--- src/rtl/uart_rx_sipo_if.sv ---
// Signal bundle between the UART receiver and its surroundings.
// The serial line comes in; the received byte, parity bit, flags and FSM state go out.
interface uart_rx_sipo_if;
  logic       data_rx;
  logic       parity_type;
  logic [7:0] data_out;
  logic       parity_rx;
  logic       active_flag;
  logic       done_flag;
  logic       frame_error;
  logic       parity_error;
  logic [2:0] fsm_state;

  // done_flag is a one-cycle valid strobe with no ready: data_out, parity_rx and
  // both error flags are valid with it and hold until the next strobe.
  modport master (
    output data_rx, parity_type,
    input  data_out, parity_rx, active_flag, done_flag,
    input  frame_error, parity_error, fsm_state
  );

  modport slave (
    input  data_rx, parity_type,
    output data_out, parity_rx, active_flag, done_flag,
    output frame_error, parity_error, fsm_state
  );
endinterface

--- src/rtl/uart_rx_sipo.sv ---
// Oversampling UART receiver for an 11-bit frame: start, 8 data bits LSB first, parity, stop.
// Optional macro PARITY_CHECK_EN enables the parity_error check against parity_type.
module uart_rx_sipo #(
  parameter int OVERSAMPLE  = 16,
  parameter int SYNC_STAGES = 2
) (
  input  logic           baud_clk,
  input  logic           reset_n,
  uart_rx_sipo_if.slave  rx
);

  localparam int TW = $clog2(OVERSAMPLE);
  localparam logic [TW-1:0] TICK_MID = TW'(OVERSAMPLE / 2 - 1);
  localparam logic [TW-1:0] TICK_END = TW'(OVERSAMPLE - 1);

  typedef enum logic [2:0] {
    IDLE, START, DATA, PARITY, STOP, DONE, BREAK_WAIT
  } state_t;

  state_t                 state, state_n;
  logic [SYNC_STAGES-1:0] sync_q;
  logic                   line;
  logic [TW-1:0]          tick_cnt;
  logic [2:0]             bit_cnt;
  logic [7:0]             shift_q;
  logic                   par_q;
  logic                   stop_q;
  logic                   bit_end;
  logic                   sample_data, sample_par, sample_stop, load_out;

  always_ff @(posedge baud_clk or negedge reset_n) begin
    if (!reset_n) sync_q <= '1;
    else          sync_q <= {sync_q[SYNC_STAGES-2:0], rx.data_rx};
  end

  assign line         = sync_q[SYNC_STAGES-1];
  assign bit_end      = (tick_cnt == TICK_END);
  assign rx.fsm_state = state;

  always_ff @(posedge baud_clk or negedge reset_n) begin
    if (!reset_n) state <= IDLE;
    else          state <= state_n;
  end

  always_comb begin
    state_n = state;
    case (state)
      IDLE:       if (!line) state_n = START;
      START:      if (tick_cnt == TICK_MID) state_n = line ? IDLE : DATA;
      DATA:       if (bit_end && bit_cnt == 3'd7) state_n = PARITY;
      PARITY:     if (bit_end) state_n = STOP;
      STOP:       if (bit_end) state_n = DONE;
      // A low stop bit may be a break; wait for the line to recover before rearming.
      DONE:       state_n = stop_q ? IDLE : BREAK_WAIT;
      BREAK_WAIT: if (line) state_n = IDLE;
      default:    state_n = IDLE;
    endcase
  end

  always_comb begin
    rx.active_flag = 1'b0;
    sample_data    = 1'b0;
    sample_par     = 1'b0;
    sample_stop    = 1'b0;
    load_out       = 1'b0;
    case (state)
      START:  rx.active_flag = 1'b1;
      DATA:   begin rx.active_flag = 1'b1; sample_data = bit_end; end
      PARITY: begin rx.active_flag = 1'b1; sample_par  = bit_end; end
      STOP:   begin rx.active_flag = 1'b1; sample_stop = bit_end; end
      DONE:   begin rx.active_flag = 1'b1; load_out    = 1'b1;    end
      default: ;
    endcase
  end

`ifdef PARITY_CHECK_EN
  logic ptype_q;
`else
  logic unused_parity_type;
  assign unused_parity_type = rx.parity_type;
`endif

  always_ff @(posedge baud_clk or negedge reset_n) begin
    if (!reset_n) begin
      tick_cnt        <= '0;
      bit_cnt         <= '0;
      shift_q         <= '0;
      par_q           <= 1'b0;
      stop_q          <= 1'b1;
      rx.data_out     <= '0;
      rx.parity_rx    <= 1'b0;
      rx.done_flag    <= 1'b0;
      rx.frame_error  <= 1'b0;
      rx.parity_error <= 1'b0;
`ifdef PARITY_CHECK_EN
      ptype_q         <= 1'b0;
`endif
    end else begin
      rx.done_flag <= load_out;
      if (state == START)
        tick_cnt <= (tick_cnt == TICK_MID) ? '0 : tick_cnt + 1'b1;
      else if (state == DATA || state == PARITY || state == STOP)
        tick_cnt <= bit_end ? '0 : tick_cnt + 1'b1;
      else
        tick_cnt <= '0;

      if (state == START)   bit_cnt <= '0;
      else if (sample_data) bit_cnt <= bit_cnt + 1'b1;

      // LSB arrives first, so each new bit enters at the top and walks down.
      if (sample_data) shift_q <= {line, shift_q[7:1]};
      if (sample_par) begin
        par_q <= line;
`ifdef PARITY_CHECK_EN
        ptype_q <= rx.parity_type;
`endif
      end
      if (sample_stop) stop_q <= line;

      if (load_out) begin
        rx.data_out    <= shift_q;
        rx.parity_rx   <= par_q;
        rx.frame_error <= ~stop_q;
`ifdef PARITY_CHECK_EN
        rx.parity_error <= ((^shift_q) ^ par_q) != ptype_q;
`else
        rx.parity_error <= 1'b0;
`endif
      end
    end
  end

endmodule

--- src/flat_wrapper.sv ---
// flat-port wrapper written by rule: the top's interface ports become plain ports
module uart_rx_sipo_flat 
#(
  parameter int OVERSAMPLE  = 16,
  parameter int SYNC_STAGES = 2
)
  (baud_clk, reset_n, rx_data_rx, rx_parity_type, rx_data_out, rx_parity_rx, rx_active_flag, rx_done_flag, rx_frame_error, rx_parity_error, rx_fsm_state);
  uart_rx_sipo_if rx_i ();
  input  logic baud_clk;
  input  logic reset_n;
  input wire logic [$bits(rx_i.data_rx)-1:0] rx_data_rx;
  input wire logic [$bits(rx_i.parity_type)-1:0] rx_parity_type;
  output wire logic [$bits(rx_i.data_out)-1:0] rx_data_out;
  output wire logic [$bits(rx_i.parity_rx)-1:0] rx_parity_rx;
  output wire logic [$bits(rx_i.active_flag)-1:0] rx_active_flag;
  output wire logic [$bits(rx_i.done_flag)-1:0] rx_done_flag;
  output wire logic [$bits(rx_i.frame_error)-1:0] rx_frame_error;
  output wire logic [$bits(rx_i.parity_error)-1:0] rx_parity_error;
  output wire logic [$bits(rx_i.fsm_state)-1:0] rx_fsm_state;
  assign rx_i.data_rx = rx_data_rx;
  assign rx_i.parity_type = rx_parity_type;
  assign rx_data_out = rx_i.data_out;
  assign rx_parity_rx = rx_i.parity_rx;
  assign rx_active_flag = rx_i.active_flag;
  assign rx_done_flag = rx_i.done_flag;
  assign rx_frame_error = rx_i.frame_error;
  assign rx_parity_error = rx_i.parity_error;
  assign rx_fsm_state = rx_i.fsm_state;
  uart_rx_sipo #(.OVERSAMPLE(OVERSAMPLE), .SYNC_STAGES(SYNC_STAGES)) u_core (.baud_clk(baud_clk), .reset_n(reset_n), .rx(rx_i));
endmodule
--- config.mk ---
export PLATFORM = sky130hd
export DESIGN_NAME = uart_rx_sipo_flat
export DESIGN_NICKNAME = d
export VERILOG_FILES = /design/src/rtl/uart_rx_sipo_if.sv /design/src/rtl/uart_rx_sipo.sv /design/src/flat_wrapper.sv
export SDC_FILE = /design/constraint.sdc
export NUM_CORES = 1
export LEC_CHECK = 0
export CORE_ASPECT_RATIO = 1.1
export CORE_MARGIN = 5
export CORE_UTILIZATION = 53
export DETAILED_ROUTE_END_ITERATION = 10
export PLACE_DENSITY = 0.77
export SLEW_MARGIN = 20
export SYNTH_ARGS = -nofsm -noshare
export SYNTH_HDL_FRONTEND = slang
export SYNTH_SLANG_ARGS = --single-unit
--- constraint.sdc ---
create_clock -name baud_clk -period 2.2 [get_ports baud_clk]
set_input_delay 0.44 -clock baud_clk [delete_from_list [all_inputs] [get_ports baud_clk]]
set_output_delay 0.44 -clock baud_clk [all_outputs]
set_load 0.005 [all_outputs]
==> summary.md, run 1 <==
| Metric | Value |
|---|---|
| Worst setup SP type | register |
| Antenna diode count | 0 |
| Seq/Total Area, Yosys | 0.555 |
| Rows | 20 |
| Placement-stage cell area | between 0.0015 and 0.002 sq mm |
| Final Setup Violations | 0 |
| Buf/Inv on CP | 1 |
| Synth warnings | 0 |
| Clk_lat worst skew | around 330 ps |
| Number of global-route vias before repair | 1,044 |
| Top cells by area, synth | dfrtp_1 (50%), mux2_2 (14%), dfstp_2 (5.3%) |
| CP max stage cell | dfrtp_2 |
| Filler instances | 222 |
| Crit path kind | reg -> out |
| FFs w/ async S/R, synth | 1.00 |
| CTS tree | yes |
| RSZ-0062 raised after global routing | no |
| PwrDens | 849 mW/mm^2 |
| Die H | between 60 and 70 um |
| Post-Place Cells | 165 |
| Post-synth EDFFs | 0 |
| Mapped Nets | 126 |
| Num CTS Buffers | 5 |
| Die X | 60.6 um |
| Die area | 0.00398 sq mm |
| H-tree depth | 2 |
| Clock buffer depth | 2 |
| Worst vdd ir | 0.501 mV |
| Unique masters post-synth | 37 |
| Initial antenna violation count | 0 |
| GRT Residual Overflow | 0 |
| Final period util | 0.944 |
| WP depth | 3 |
| Maximum Capacitance Violations | 0 |
| Vias per Instance | between 5 and 6 |
| Slew Viols, Final | 0 |
| Routed WL | 2540 um |
| RD Place Congestion | 0.770 |
| Routed Antenna Nets | 0 |
| Clk_skew | between 5 and 6 ps |
| Total track usage | 0.161 |
| Area of the multi-input gates | 614 sq um |
| Setup_tns | 0 ps |
| Worst Hold Class | reg -> reg |
| Initial detailed-routing violation count | 43 |
| Hold_buf cts | 0 |
| Largest delay share family, worst path | flip-flops |
| First-pass GRT wire length | approximately 4600 um |
| Fin cells | 173 |
| CP peak stage delay | 510 ps |
| Core Region | about 0.0027 sq mm |
| Worst hold stages | 0 |
| Count leader, synth | dfrtp_1 |
| Synth Cell Area | 0.00150 sq mm |
| Worst Hold Slack | 363 ps |
| Buffers on Ports | 17 |
| Fin. Hold Viols | 0 |
| Fin area | ~0.0017 sq mm |
| Setup Fix Bufs, Post-CTS | 0 |
| Min cycle time layout | 2080 ps |
| Post-cts resize count | 1 |
| Via Count | 959 |
| CP Max Fanout | 15 |
| Synth Flop Type | dfrtp_1 |
| Yosys reg bits | 33 |
| Synth area leader | dfrtp_1 |
| Worst setup EP type | primary output |
| Drc violations | 0 |
| DP Wirelength | 1820 um |
| Area share of the largest cell type after synthesis | 0.502 |
| Register cell area after layout | 832 sq um |
| Fmax | 481 MHz |
| Area Overhead vs Synth | 16.3% |
| Clock transition at path regs | 100 ps |
| DR WL/cell | ~15 um |
| Syn Area/Cell | 12.6 sq um |
| Worst Reg-to-Reg Cells | 4 |
| CP Data Required Time | 1760 ps |
| Crit path DAT | approximately 1600 ps |
| CTS Sinks | 33 |
| Leakage power | 0.808 nW |
| Design Power | 1.48 mW |
| Share of layout cells above drive strength 1 | 0.286 |
| Final-stage net count | 146 |
| Pre-Repair DR Iteration Count | 4 |
| Starting density of the core | 0.548 |
| Status | finished clean |
| Mapped Cells | 119 |
| Largest net degree at the start of global routing | 34 |
| Synth cell count leaders | dfrtp_1 (30), mux2_2 (19), o21ai_0 (7) |
| CTS root buf | clkbuf_4 |
| CP cell instances | nor3_1 > a21oi_1 > clkdlybuf4s50_1 |
| IO Pins | 20 |
## where the power goes
group	internal [mW]	switching [mW]	total (mW)
Combinational	0.223	0.213	0.436
Clock	0.120	0.203	0.324
Sequential	0.656	0.0617	0.717
## layout make-up
cell class	count	share of cell area
inverters	3	0.00647
well taps	33	0.0237
multi-input cells	77	0.353
clock inverters	3	0.0101
flip-flops and latches	33	0.478
repair buffers	19	0.106
clock buffers	5	0.0216
## worst register-to-register path, stage by stage, from the launching register on
cell and delay, ps:
dfrtp_1 380, ha_1 230, nand3_1 260, nor3_4 430
mux2_2 390
## routing by layer
metal,up-vias,global-route usage,share of wire
li1,460,-,-
met1,477,0.189,0.44
met2,17,0.253,0.50
met3,5,0.0373,0.040
met4,0,0.114,0.026
met5,-,0,0
## cells in the final DEF, fill, tap and decap left out, types with 3 or more instances in the layout
master,count
dfrtp_1,28
mux2_2,19
clkdlybuf4s50_1,17
o21ai_0,7
nand2_1,5
nor2_1,5
a21oi_1,5
clkbuf_4,5
nor2b_1,3
inv_1,3
o21a_1,3
nand3_1,3
ha_1,3
dfstp_2,3
## flip-flops by register name (all words and copies together), names as in the netlist
| signal | flops |
|---|---|
| u_core.rx.data_out | 8 |
| u_core.shift_q | 8 |
| u_core.tick_cnt | 4 |
| u_core.bit_cnt | 3 |
| u_core.rx.fsm_state | 3 |
| u_core.sync_q | 2 |
| u_core.par_q | 1 |
| u_core.rx.done_flag | 1 |
| u_core.rx.frame_error | 1 |
| u_core.rx.parity_rx | 1 |
| u_core.stop_q | 1 |
## metrics by stage
stage	setup WS, ps	util
2_1_floorplan	574	-
3_3_place_gp	385	0.617
3_5_place_dp	358	0.617
4_1_cts	9.41	0.637
5_1_grt	1.17	0.638
6_report	123	0.638
## kinds of logic after synthesis
kind of cell / Yosys count / synth area share
AOI/OAI and AO/OA: 22 / 0.0946
xor gates and xnor gates: 2 / 0.0117
adders and majority gates: 3 / 0.0251
buffers and inverters: 9 / 0.0343
DFF: 33 / 0.555
muxes: 20 / 0.153
other: 1 / 0.00251
and+or+nand+nor: 29 / 0.124
## worst paths after layout
check	from	end	slack (ps)
min in group asynchronous	reset_n	u_core.rx.fsm_state[2]$_DFFE_PN0P_	490
max	u_core.rx.fsm_state[1]$_DFFE_PN0P_	rx_active_flag	120
min	u_core.sync_q[0]$_DFF_PN1_	u_core.sync_q[1]$_DFF_PN1_	360
min reg2reg	u_core.sync_q[0]$_DFF_PN1_	u_core.sync_q[1]$_DFF_PN1_	360
max in group asynchronous	reset_n	u_core.sync_q[1]$_DFF_PN1_	1380
max reg2reg	u_core.tick_cnt[0]$_DFF_PN0_	u_core.shift_q[0]$_DFFE_PN0P_	410
(Power assumes the default switching activity.)
==> run 2, diff against run 1 <==
--- a/config.mk
+++ b/config.mk
@@ -9,7 +9,7 @@
 export CORE_MARGIN = 5
 export CORE_UTILIZATION = 53
 export DETAILED_ROUTE_END_ITERATION = 10
-export PLACE_DENSITY = 0.77
+export PLACE_DENSITY = 0.85
 export SLEW_MARGIN = 20
 export SYNTH_ARGS = -nofsm -noshare
 export SYNTH_HDL_FRONTEND = slang
==> summary.md, run 2 (same netlist as run 1, synthesis figures left out) <==
| Metric | Value |
|---|---|
| Die area | 0.00398 sq mm (unchanged) |
| CP cell instances | buf_4 > clkdlybuf4s50_1 (was nor3_1 > a21oi_1 > clkdlybuf4s50_1) |
| DR WL/cell | 15.3 um (was 14.7 um) |
| H-tree depth | 2 (unchanged) |
| Area of the multi-input gates | 619 sq um (was 614 sq um) |
| Crit path DAT | 1650 ps (was 1640 ps) |
| Antenna diode count | 0 (unchanged) |
| Post-Place Cells | 166 (was 165) |
| Routed WL | 2670 um (was 2540 um) |
| Most common cell after layout, fill and taps aside | dfrtp_1 (unchanged) |
| Buffers on Ports | 17 (unchanged) |
| Clk_lat worst skew | 340 ps (was 330 ps) |
| Leakage power | 0.831 nW (was 0.808 nW) |
| Register cell area after layout | 831 sq um (was 832 sq um) |
| Core Region | 0.00273 sq mm (unchanged) |
| IO Pins | 20 (unchanged) |
| Pre-Repair DR Iteration Count | 4 (unchanged) |
| CTS tree | yes (unchanged) |
| CP max stage cell | dfrtp_1 (was dfrtp_2) |
| GRT Residual Overflow | 0 (unchanged) |
| Routed Antenna Nets | 0 (unchanged) |
| Final period util | 0.948 (was 0.944) |
| Vias per Instance | 5.55 (was 5.54) |
| Final-stage net count | 147 (was 146) |
| Initial detailed-routing violation count | 30 (was 43) |
| Area Overhead vs Synth | 19.1% (was 16.3%) |
| Worst setup SP type | register (unchanged) |
| Die H | 65.7 um (unchanged) |
| Worst setup EP type | primary output (unchanged) |
| Total track usage | 0.162 (was 0.161) |
| Starting density of the core | 0.548 (unchanged) |
| DP Wirelength | 1900 um (was 1820 um) |
| Min cycle time layout | 2090 ps (was 2080 ps) |
| Clock transition at path regs | 100 ps (about the same) |
| Final Setup Violations | 0 (unchanged) |
| Crit path kind | reg -> out (unchanged) |
| Clock buffer depth | 2 (unchanged) |
| Worst vdd ir | 0.851 mV (was 0.501 mV) |
| CTS root buf | clkbuf_4 (unchanged) |
| Drc violations | 0 (unchanged) |
| Fmax | 479 MHz (was 481 MHz) |
| Setup_tns | 0 ps (unchanged) |
| PwrDens | 914 mW/mm^2 (was 849 mW/mm^2) |
| First-pass GRT wire length | 4620 um (about the same) |
| CP Data Required Time | 1760 ps (about the same) |
| Fin cells | 174 (was 173) |
| Filler instances | 218 (was 222) |
| Design Power | 1.63 mW (was 1.48 mW) |
| Num CTS Buffers | 5 (unchanged) |
| CP peak stage delay | 560 ps (was 510 ps) |
| RSZ-0062 raised after global routing | no (unchanged) |
| CP Max Fanout | 11 (was 15) |
| Die X | 60.6 um (unchanged) |
| Share of layout cells above drive strength 1 | 0.284 (was 0.286) |
| Status | finished clean (unchanged) |
| Worst Hold Class | reg -> reg (unchanged) |
| RD Place Congestion | 0.899 (was 0.770) |
| Number of global-route vias before repair | 986 (was 1,044) |
| Commonest non-fill, non-tap cells in the layout | dfrtp_1 (29), mux2_2 (19), clkdlybuf4s50_1 (17) (was dfrtp_1 (28), mux2_2 (19), clkdlybuf4s50_1 (17)) |
| Biggest regs | u_core.rx.data_out (8), u_core.shift_q (8), u_core.tick_cnt (4) (unchanged) |
| Initial antenna violation count | 0 (unchanged) |
| Rows | 20 (unchanged) |
| Maximum Capacitance Violations | 0 (unchanged) |
| Slew Viols, Final | 0 (unchanged) |
| Via Count | 966 (was 959) |
| Clk_skew | 11.6 ps (was 5.26 ps) |
| Largest net degree at the start of global routing | 34 (unchanged) |
| Fin. Hold Viols | 0 (unchanged) |
| CTS Sinks | 33 (unchanged) |
## run 2: cell count changes in the layout (fill, tap and decap cells not counted), sizes merged
cell	before	now
buf	2	3
clkinv	2	0
clkinvlp	1	0
clkbuf	5	7
bufinv	0	1
## run 2: per-layer routing
layer,up-vias,wire length [um],track usage
met4,0,93,0.0840
met5,-,0,0
li1,463,-,-
met3,10,117,0.0530
met1,475,1080,0.195
met2,18,1380,0.255
## run 2: final timing paths
check                                                   startpoint                                  to  slack, ps  cells past startpoint
worst max register to register  u_core.rx.fsm_state[2]$_DFFE_PN0P_  u_core.rx.fsm_state[0]$_DFFE_PN0P_        380                      5
min in group asynchronous                                  reset_n       u_core.bit_cnt[2]$_DFFE_PN0P_        480                      2
worst max-delay path            u_core.rx.fsm_state[0]$_DFFE_PN0P_                     rx_fsm_state[0]        110                      2
worst min-delay path                    u_core.sync_q[0]$_DFF_PN1_          u_core.sync_q[1]$_DFF_PN1_        370                      0
worst min register to register          u_core.sync_q[0]$_DFF_PN1_          u_core.sync_q[1]$_DFF_PN1_        370                      0
max in group asynchronous                                  reset_n          u_core.sync_q[1]$_DFF_PN1_       1370                      2
## run 2: final cells by class
cell class                      count  share of cell area
Sequential cell                    33               0.467
Multi-Input combinational cell     77               0.348
Timing Repair Buffer               20               0.108
Clock buffer                        7              0.0309
Tap cell                           33              0.0232
Clock inverter                      1              0.0169
Inverter                            3             0.00632
## run 2: what timing repair did
| item | 4_1_cts | 5_1_grt |
|---|---|---|
| pin swaps | 0 | 0 |
| hold buffers | 0 | 0 |
| setup buffers | 0 | 0 |
| endpoints found under the setup margin | 1 | 1 |
| resized for setup | 1 | 1 |
## run 2: worst max-delay path, delay by kind of cell, from the launching register on
kind	cells	cell delay, ps
DFF	1	560
buffers and inverters	2	750
## run 2: where the power goes
part	switching, mW	total (mW)	internal, mW
combinational	0.190	0.416	0.227
sequential	0.0854	0.741	0.655
clock	0.199	0.470	0.271
total	0.474	1.63	1.15
## run 2: metrics by stage
step           instance area, sq um  worst slack, ps  utilization  hold WS (ps)
4_1_cts                        1780              102        0.651           372
2_1_floorplan                  1500              574            -           144
3_3_place_gp                   1690              419        0.619           347
6_report                       1780              114        0.653           368
5_1_grt                        1780             5.43        0.653           375
3_5_place_dp                   1690              387        0.619           357
